<file path="src/rtl/core_clock_controller_pkg.sv">
// Shared definitions for the core clock controller: FSM state encoding and mode button levels.
package core_clock_controller_pkg;

  typedef enum logic [1:0] {
    CLK_LOW  = 2'd0,
    CLK_HIGH = 2'd1,
    CLK_HOLD = 2'd2
  } clk_state_t;

  localparam logic CLOCK_MODE_STEP = 1'b0;
  localparam logic CLOCK_MODE_FREE = 1'b1;

endpackage

</file>
<file path="src/rtl/button_debouncer.sv">
// Step button conditioning: 2-FF synchroniser, debounce counter, one-cycle press on the rising edge.
// Debounce filtering is active only when STEP_DEBOUNCE_EN is defined; otherwise the threshold collapses to zero.
module button_debouncer
  import core_clock_controller_pkg::*;
#(
  parameter int DEBOUNCE_CYCLES = 1
) (
  input  logic clock,
  input  logic reset,
  input  logic button,
  output logic press
);

  localparam int CW = $clog2(DEBOUNCE_CYCLES + 1);
`ifdef STEP_DEBOUNCE_EN
  localparam int LIMIT = DEBOUNCE_CYCLES;
`else
  localparam int LIMIT = 0;
`endif

  logic          sync_meta;
  logic          sync_level;
  logic          db;
  logic          db_prev;
  logic [CW-1:0] cnt;

  always_ff @(posedge clock or negedge reset) begin
    if (!reset) begin
      sync_meta  <= 1'b0;
      sync_level <= 1'b0;
      db         <= 1'b0;
      db_prev    <= 1'b0;
      cnt        <= '0;
    end else begin
      sync_meta  <= button;
      sync_level <= sync_meta;
      db_prev    <= db;
      // Any return to the accepted level restarts the stability window.
      if (sync_level == db) begin
        cnt <= '0;
      end else if (cnt == CW'(LIMIT)) begin
        db  <= sync_level;
        cnt <= '0;
      end else begin
        cnt <= cnt + 1'b1;
      end
    end
  end

  assign press = db & ~db_prev;

endmodule

</file>
<file path="src/rtl/core_clock_controller.sv">
// Core clock generator with free-run / single-step / stall control and a 64-bit millisecond timebase.
// Optional step debouncing is enabled by defining STEP_DEBOUNCE_EN.
module core_clock_controller
  import core_clock_controller_pkg::*;
#(
  parameter int CLOCK_FREQ_HZ = 50000000,
  parameter int CORE_DIV      = 2,
  parameter int DEBOUNCE_MS   = 10
) (
  input  logic        clock,
  input  logic        reset,
  input  logic        clock_mode_button,
  input  logic        step_button,
  input  logic        stall_core,
  output logic        core_clock,
  output logic [63:0] miliseconds
);

  localparam int TICKS = CLOCK_FREQ_HZ / 1000;
  localparam int HALF  = CORE_DIV / 2;
  localparam int PW    = $clog2(TICKS + 1);
  localparam int HW    = $clog2(HALF + 1);

  logic [PW-1:0] prescaler;
  logic          mode_meta;
  logic          mode;
  logic          press;
  clk_state_t    state;
  logic [HW-1:0] phase_cnt;

  always_ff @(posedge clock or negedge reset) begin
    if (!reset) begin
      prescaler   <= '0;
      miliseconds <= '0;
    end else if (prescaler == PW'(TICKS - 1)) begin
      prescaler   <= '0;
      miliseconds <= miliseconds + 64'd1;
    end else begin
      prescaler <= prescaler + 1'b1;
    end
  end

  always_ff @(posedge clock or negedge reset) begin
    if (!reset) begin
      mode_meta <= 1'b0;
      mode      <= 1'b0;
    end else begin
      mode_meta <= clock_mode_button;
      mode      <= mode_meta;
    end
  end

  button_debouncer #(
    .DEBOUNCE_CYCLES(DEBOUNCE_MS * TICKS)
  ) u_step (
    .clock (clock),
    .reset (reset),
    .button(step_button),
    .press (press)
  );

  // A high phase always runs to completion; stall and mode are only consulted at the end of LOW or in HOLD.
  always_ff @(posedge clock or negedge reset) begin
    if (!reset) begin
      state      <= CLK_HOLD;
      phase_cnt  <= '0;
      core_clock <= 1'b0;
    end else begin
      case (state)
        CLK_LOW: begin
          if (phase_cnt == HW'(HALF - 1)) begin
            phase_cnt <= '0;
            if (mode == CLOCK_MODE_STEP || stall_core) begin
              state <= CLK_HOLD;
            end else begin
              state      <= CLK_HIGH;
              core_clock <= 1'b1;
            end
          end else begin
            phase_cnt <= phase_cnt + 1'b1;
          end
        end
        CLK_HIGH: begin
          if (phase_cnt == HW'(HALF - 1)) begin
            phase_cnt  <= '0;
            state      <= CLK_LOW;
            core_clock <= 1'b0;
          end else begin
            phase_cnt <= phase_cnt + 1'b1;
          end
        end
        CLK_HOLD: begin
          if (press || (mode == CLOCK_MODE_FREE && !stall_core)) begin
            state      <= CLK_HIGH;
            phase_cnt  <= '0;
            core_clock <= 1'b1;
          end
        end
        default: begin
          state      <= CLK_HOLD;
          phase_cnt  <= '0;
          core_clock <= 1'b0;
        end
      endcase
    end
  end

endmodule

</file>
<file path="config.mk">
export PLATFORM = sky130hd
export DESIGN_NAME = core_clock_controller
export DESIGN_NICKNAME = d
export VERILOG_FILES = /design/src/rtl/core_clock_controller_pkg.sv /design/src/rtl/button_debouncer.sv /design/src/rtl/core_clock_controller.sv
export SDC_FILE = /design/constraint.sdc
export NUM_CORES = 1
export LEC_CHECK = 0
export CAP_MARGIN = 10
export CELL_PAD_IN_SITES_DETAIL_PLACEMENT = 1
export CELL_PAD_IN_SITES_GLOBAL_PLACEMENT = 1
export CORE_MARGIN = 1
export CORE_UTILIZATION = 43
export DETAILED_ROUTE_END_ITERATION = 7
export HOLD_SLACK_MARGIN = 0.02
export PLACE_DENSITY = 0.79
export SYNTH_ARGS = -nofsm -noshare
export SYNTH_HDL_FRONTEND = slang
export SYNTH_HIERARCHICAL = 1
export SYNTH_SLANG_ARGS = --single-unit
export TNS_END_PERCENT = 30
</file>
<file path="constraint.sdc">
create_clock -name clock -period 2.7 [get_ports clock]
set_input_delay 0.675 -clock clock [delete_from_list [all_inputs] [get_ports clock]]
set_output_delay 0.675 -clock clock [all_outputs]
set_load 0.01 [all_outputs]
</file>
[Yosys cells after proc, flatten, opt, wreduce, memory -nomap -nowiden]
Index checks and enable logic that the tools add are counted.
Storage, ports and cells
  register bits: 109
  output and inout port bits: 65
  input bits: 5
  word-level logic and storage cells: 54
Cells by class
  bitwise gates (word level): 4
  $add $sub $neg: 4
  mux-type cells: 16
  reductions and logical operators: 10
  equal/unequal tests: 8
Operators with widths (number)
  adder 64 x 1 -> 64 bit (second input constant): 1
  2-to-1 mux 19 bit: 2
  adder 19 x 1 -> 19 bit (second input constant): 1
  logical NOT 19 bit: 1
  adder 16 x 1 -> 16 bit (second input constant): 1
  equality test 16 bit (second input constant): 1
  2-to-1 mux 16 bit: 1
  2-to-1 mux 2 bit: 4
  != test 2 bit (second input constant): 4
  2-to-1 mux 1 bit: 6
  case mux 2 bit (3 select lines): 1
  AND reduction 4 bit: 1
  inverter 1 bit: 3
  case mux 1 bit (3 select lines): 1
  AND reduction 3 bit: 1
  equality test 2 x 1 -> 1 bit (second input constant): 1
  equality test 2 bit (second input constant): 1
  logical NOT 2 bit: 1
  logical OR 1 bit: 2
  case mux 1 bit (2 select lines): 1
  AND reduction 2 bit: 1
  OR reduction 2 bit: 1
  adder 1 bit (second input constant): 1
  bitwise AND 1 bit: 1
  other kinds (3): 3

[Logic depth before layout (Yosys ltp)]
  word-level depth: 5
  gate-level depth with buffers: 7
  depth with buffers taken out: 6

[Modules after synthesis]
Netlist, hierarchy kept.
Modules (own cells, without submodules)
  core_clock_controller: area each 3998.8 um2, seq. area each 2128.3 um2, cells each 381, times used 1
  button_debouncer: area each 1106.1 um2, seq. area each 575.6 um2, cells each 111, times used 1

[Worst setup path after synthesis]
Ideal clock, no wire load.
  path type: reg2reg
  start: register miliseconds[48]
  end: register miliseconds[63]
  period minus slack after synthesis: 2080 ps
  buffers on the path: 1
  data arrival time: 2001 ps
  library setup time: 79 ps
  cell stages (with the launch flop): 7
  path slack: 620 ps
  cells stage by stage: dfrtp_1 -> nand3_1 -> or4_1 -> clkbuf_1 -> or4_1 -> nor3_1 -> xor2_1
On the way
  longest elaborated chain between the ends: 1
Ends and longest elaborated chain
  start: declaration: RTL line core_clock_controller.sv:16  | output logic [63:0] miliseconds
  start signal: assignment: RTL line core_clock_controller.sv:37  | miliseconds <= miliseconds + 64'd1;
  adder 64 x 1 -> 64 bit: RTL line core_clock_controller.sv:37
No other way between the ends.
A chain may end at the register's enable or synchronous reset.

[Worst setup path in the final report]
  start: register miliseconds[3]
  end: register miliseconds[61]
Same word-level chain as after synthesis.

==> out/metrics.yaml <==
clock_network:
  cts_tree: "done"
  cts_hold_buf: 0
  cts-root-buf: "clkbuf_16"
  cts_buffer_depth: 2
  cts_buffers: 9
  cts_num_sinks: 108
  clkLatencyLatePin_ns: 0.36
  cts_resized: 0
  clk_pin_slew_worst_paths_ns: 0.07
  cts_max_level: 3
  post_cts_buffers: 0
synthesis:
  synth_nets: 501
  yosysTopAreaCell: "dfrtp_1"
  synth_area_um2: 5100
  synthCells: 492
  seq_area_frac_synth_pct: 53.0
  yosys-top-cells-area: "dfrtp_1 (52%), xor2_1 (8.2%), xnor2_1 (7.4%)"
  ys_types: 41
  synth_compound_area_share_pct: 1.52
  synth_top_family_by_area: "simple AND/OR/NAND/NOR gates"
  avgSynthCellArea_um2: 10.4
  synthSimpleGateAreaFrac_pct: 26.8
  synth_seq_cells: 108
  muxShareOfSynthArea_pct: 0.441
  yosys_warnings: 6
  yosysTopAreaCellShare_pct: 52.5
  synth_xor_area_share_pct: 15.6
  synthAdderAreaFrac_pct: 0.980
die:
  core_um2: 11500
  start_util_pct: 44.3
  rows: 39
  die_w_um: 111
  die_y_um: 111
  ios: 70
  die-area_um2: 12300
timing:
  layout_setup_ws_ns: 0.220
  hold_violations: 0
  fmax_mhz: 403
  finalSetupViolCount: 0
  setup_tns_ns: 0
  timing.final.max_slew_violations: 0
  max-slew-margin-rel_pct: 57.2
  finalCriticalPeriod_ns: 2.48
  final.period_utilization_pct: 91.8
  tightest_slew_ns: 0.637
  whs_ns: 0.220
  rsz0062_at_grt: "no"
  clock_skew_ns: 0.00840
pwr:
  finalPower_mw: 3.12
  power_density_nw_per_um2: 491
  ir_worst_vdd_v: 0.000420
  p_leak_nw: 2.72
worst_setup_path:
  critPathArrivalTime_ns: 2.76
  crit_type: "reg2reg"
  crit_start: "miliseconds[3]$_DFFE_PN0N_"
  reg2reg_from: "miliseconds[3]$_DFFE_PN0N_"
  r2r_end: "miliseconds[61]$_DFFE_PN0N_"
  crit_fanout: 8
  ff2ff_path_depth: 5
  endpoint: "miliseconds[61]$_DFFE_PN0N_"
  worstSetupStartpointType: "flip-flop"
  r2r_slack_ns: 0.22
  endpoint_kind: "flip-flop"
  cp_data_required_time_ns: 2.98
routing:
  drcViolationCount: 4
  routedWlPerCell_um: 18.1
  drt-pass1-iter-count: 7
  routedLengthMet1_mm: 5.98
  ant_nets: 0
  routed_wirelength_mm: 13.1
  drt_iter0_markers: 193
  wl_met3_um: 406
  top_layer: "met4"
  vias_per_cell: 5.56
  wl_met2_mm: 6.53
  num_vias: 4033
grt:
  grt_pass1_vias: 4217
  grt_use_total_pct: 23.1
  grt_remaining_overflow: 0
  grt_pass1_wl_mm: 22.1
  antenna_found_initial: 0
  grt_max_degree: 44
layout:
  drive_gt1_share_pct: 7.38
  multiInputGateArea_um2: 2320
  fin_nets: 587
  design_area_um2: 6360
  final_util_pct: 55.2
  n_antenna_cell: 0
  fillCellCount: 1245
  syn_to_final_growth_pct: 24.6
  fin_cells: 726
  regArea_um2: 2700
placement:
  placed_cell_area_um2: 6040
  place_inst: 710
  place_ws_ns: 0.263
  dp_hpwl_mm: 9.75
  finalWeightedCongestion: 0.875
  io_buffers: 69
outcome:
  failed_checks: "DRC"
  outcome: "complete, but fails checks"
worst_hold_path:
  min_path_type: "in2async"
run:
  maxCapViolations: 0
-- Yosys cell counts, drive strengths merged --
cell type and count:
a22oi 1, or2 2, nor4 23, xor2 48, nand2 41, mux2 2
buf 1, a21oi 5, dfstp 1, or4 4, nand4 33, o22a 1
nor3 28, a31oi 1, nand4bb 2, or4b 2, or4bb 1, o31ai 1
nor4b 2, clkbuf 3, and3 7, and4 3, nor2 61, or3 1
xnor2 43, a31o 1, nor2b 2, inv 18, ha 4, o21ai 2
nand3 40, and2 1, dfrtp 107
-- power breakdown --
group	total (mW)	switching, mW	internal, mW	leakage [nW]
Combinational	0.0608	0.0412	0.0196	1.09
Sequential	1.64	0.00626	1.63	1.47
Clock	1.43	0.592	0.834	0.159
Total	3.12	0.639	2.48	2.72
-- worst min path at each step --
| stage | slack, ns | cells after the start | to |
|---|---|---|---|
| CTS | 0.22 | 1 | miliseconds[6]$_DFFE_PN0N_ |
| global route | 0.23 | 1 | miliseconds[16]$_DFFE_PN0N_ |
| finish | 0.22 | 1 | miliseconds[12]$_DFFE_PN0N_ |
| detailed placement | 0.34 | 0 | mode$_DFF_PN0_ |
| global placement | 0.34 | 0 | mode$_DFF_PN0_ |
| floorplan | 0.33 | 0 | mode$_DFF_PN0_ |
-- sequential cells by signal, summed over array words and instances (netlist names) --
| signal | flops |
|---|---|
| core_clock | 1 |
| miliseconds | 64 |
| mode | 1 |
| mode_meta | 1 |
| prescaler | 16 |
| state | 2 |
| u_step/cnt | 19 |
| u_step/db | 1 |
| u_step/db_prev | 1 |
| u_step/sync_level | 1 |
| u_step/sync_meta | 1 |
-- cell usage in the layout (no fill, tap or decap), drive strengths merged, types with 2 or more instances in the layout --
| cell | synthesis | layout |
|---|---|---|
| and4 | 3 | 3 |
| nand4bb | 2 | 2 |
| inv | 18 | 18 |
| clkbuf | 3 | 11 |
| clkdlybuf4s50 | 0 | 68 |
| a21oi | 5 | 5 |
| dfrtp | 107 | 107 |
| nor3 | 28 | 28 |
| xnor2 | 43 | 43 |
| nor4 | 23 | 23 |
| clkinv | 0 | 3 |
| nand4 | 33 | 33 |
| nor2 | 61 | 61 |
| xor2 | 48 | 48 |
| mux2 | 2 | 2 |
| nor4b | 2 | 2 |
| or4b | 2 | 2 |
| o21ai | 2 | 2 |
| bufinv | 0 | 2 |
| and3 | 7 | 7 |
| buf | 1 | 11 |
| nor2b | 2 | 2 |
| ha | 4 | 4 |
| nand2 | 41 | 41 |
| nand3 | 40 | 40 |
| or2 | 2 | 2 |
| or4 | 4 | 4 |
-- critical path, cell delays in order (launching register included) --
cell and delay, ns:
dfrtp_1 0.44, nand4_1 0.35, nor3_1 0.65, nand3_2 0.37, nor4_1 0.41, xor2_1 0.18
-- cell type report --
class,count,share of cell area [%]
inverter,18,1.06
tap,143,2.81
clock buffer,11,3.82
sequential,108,42.5
clock inverter,5,1.18
timing repair buffer,79,12.2
multi-input combinational,362,36.4
-- metal layers --
metal	GRT usage, %	vias to the layer above
met1	30.2	2044
li1	-	1890
met5	0	-
met4	7.76	0
met3	5.52	21
met2	37.7	78
-- cell families (layout without fill, tap and decap cells) --
family,Yosys count,count (layout)
AO/OA/AOI/OAI,12,12
XOR/XNOR,91,91
adder cells (fa/ha/maj),4,4
buffers and inverters,22,113
flip-flops,108,108
multiplexers,2,2
AND/OR/NAND/NOR,253,253
Note: power is estimated with default switching activity, not from simulation.
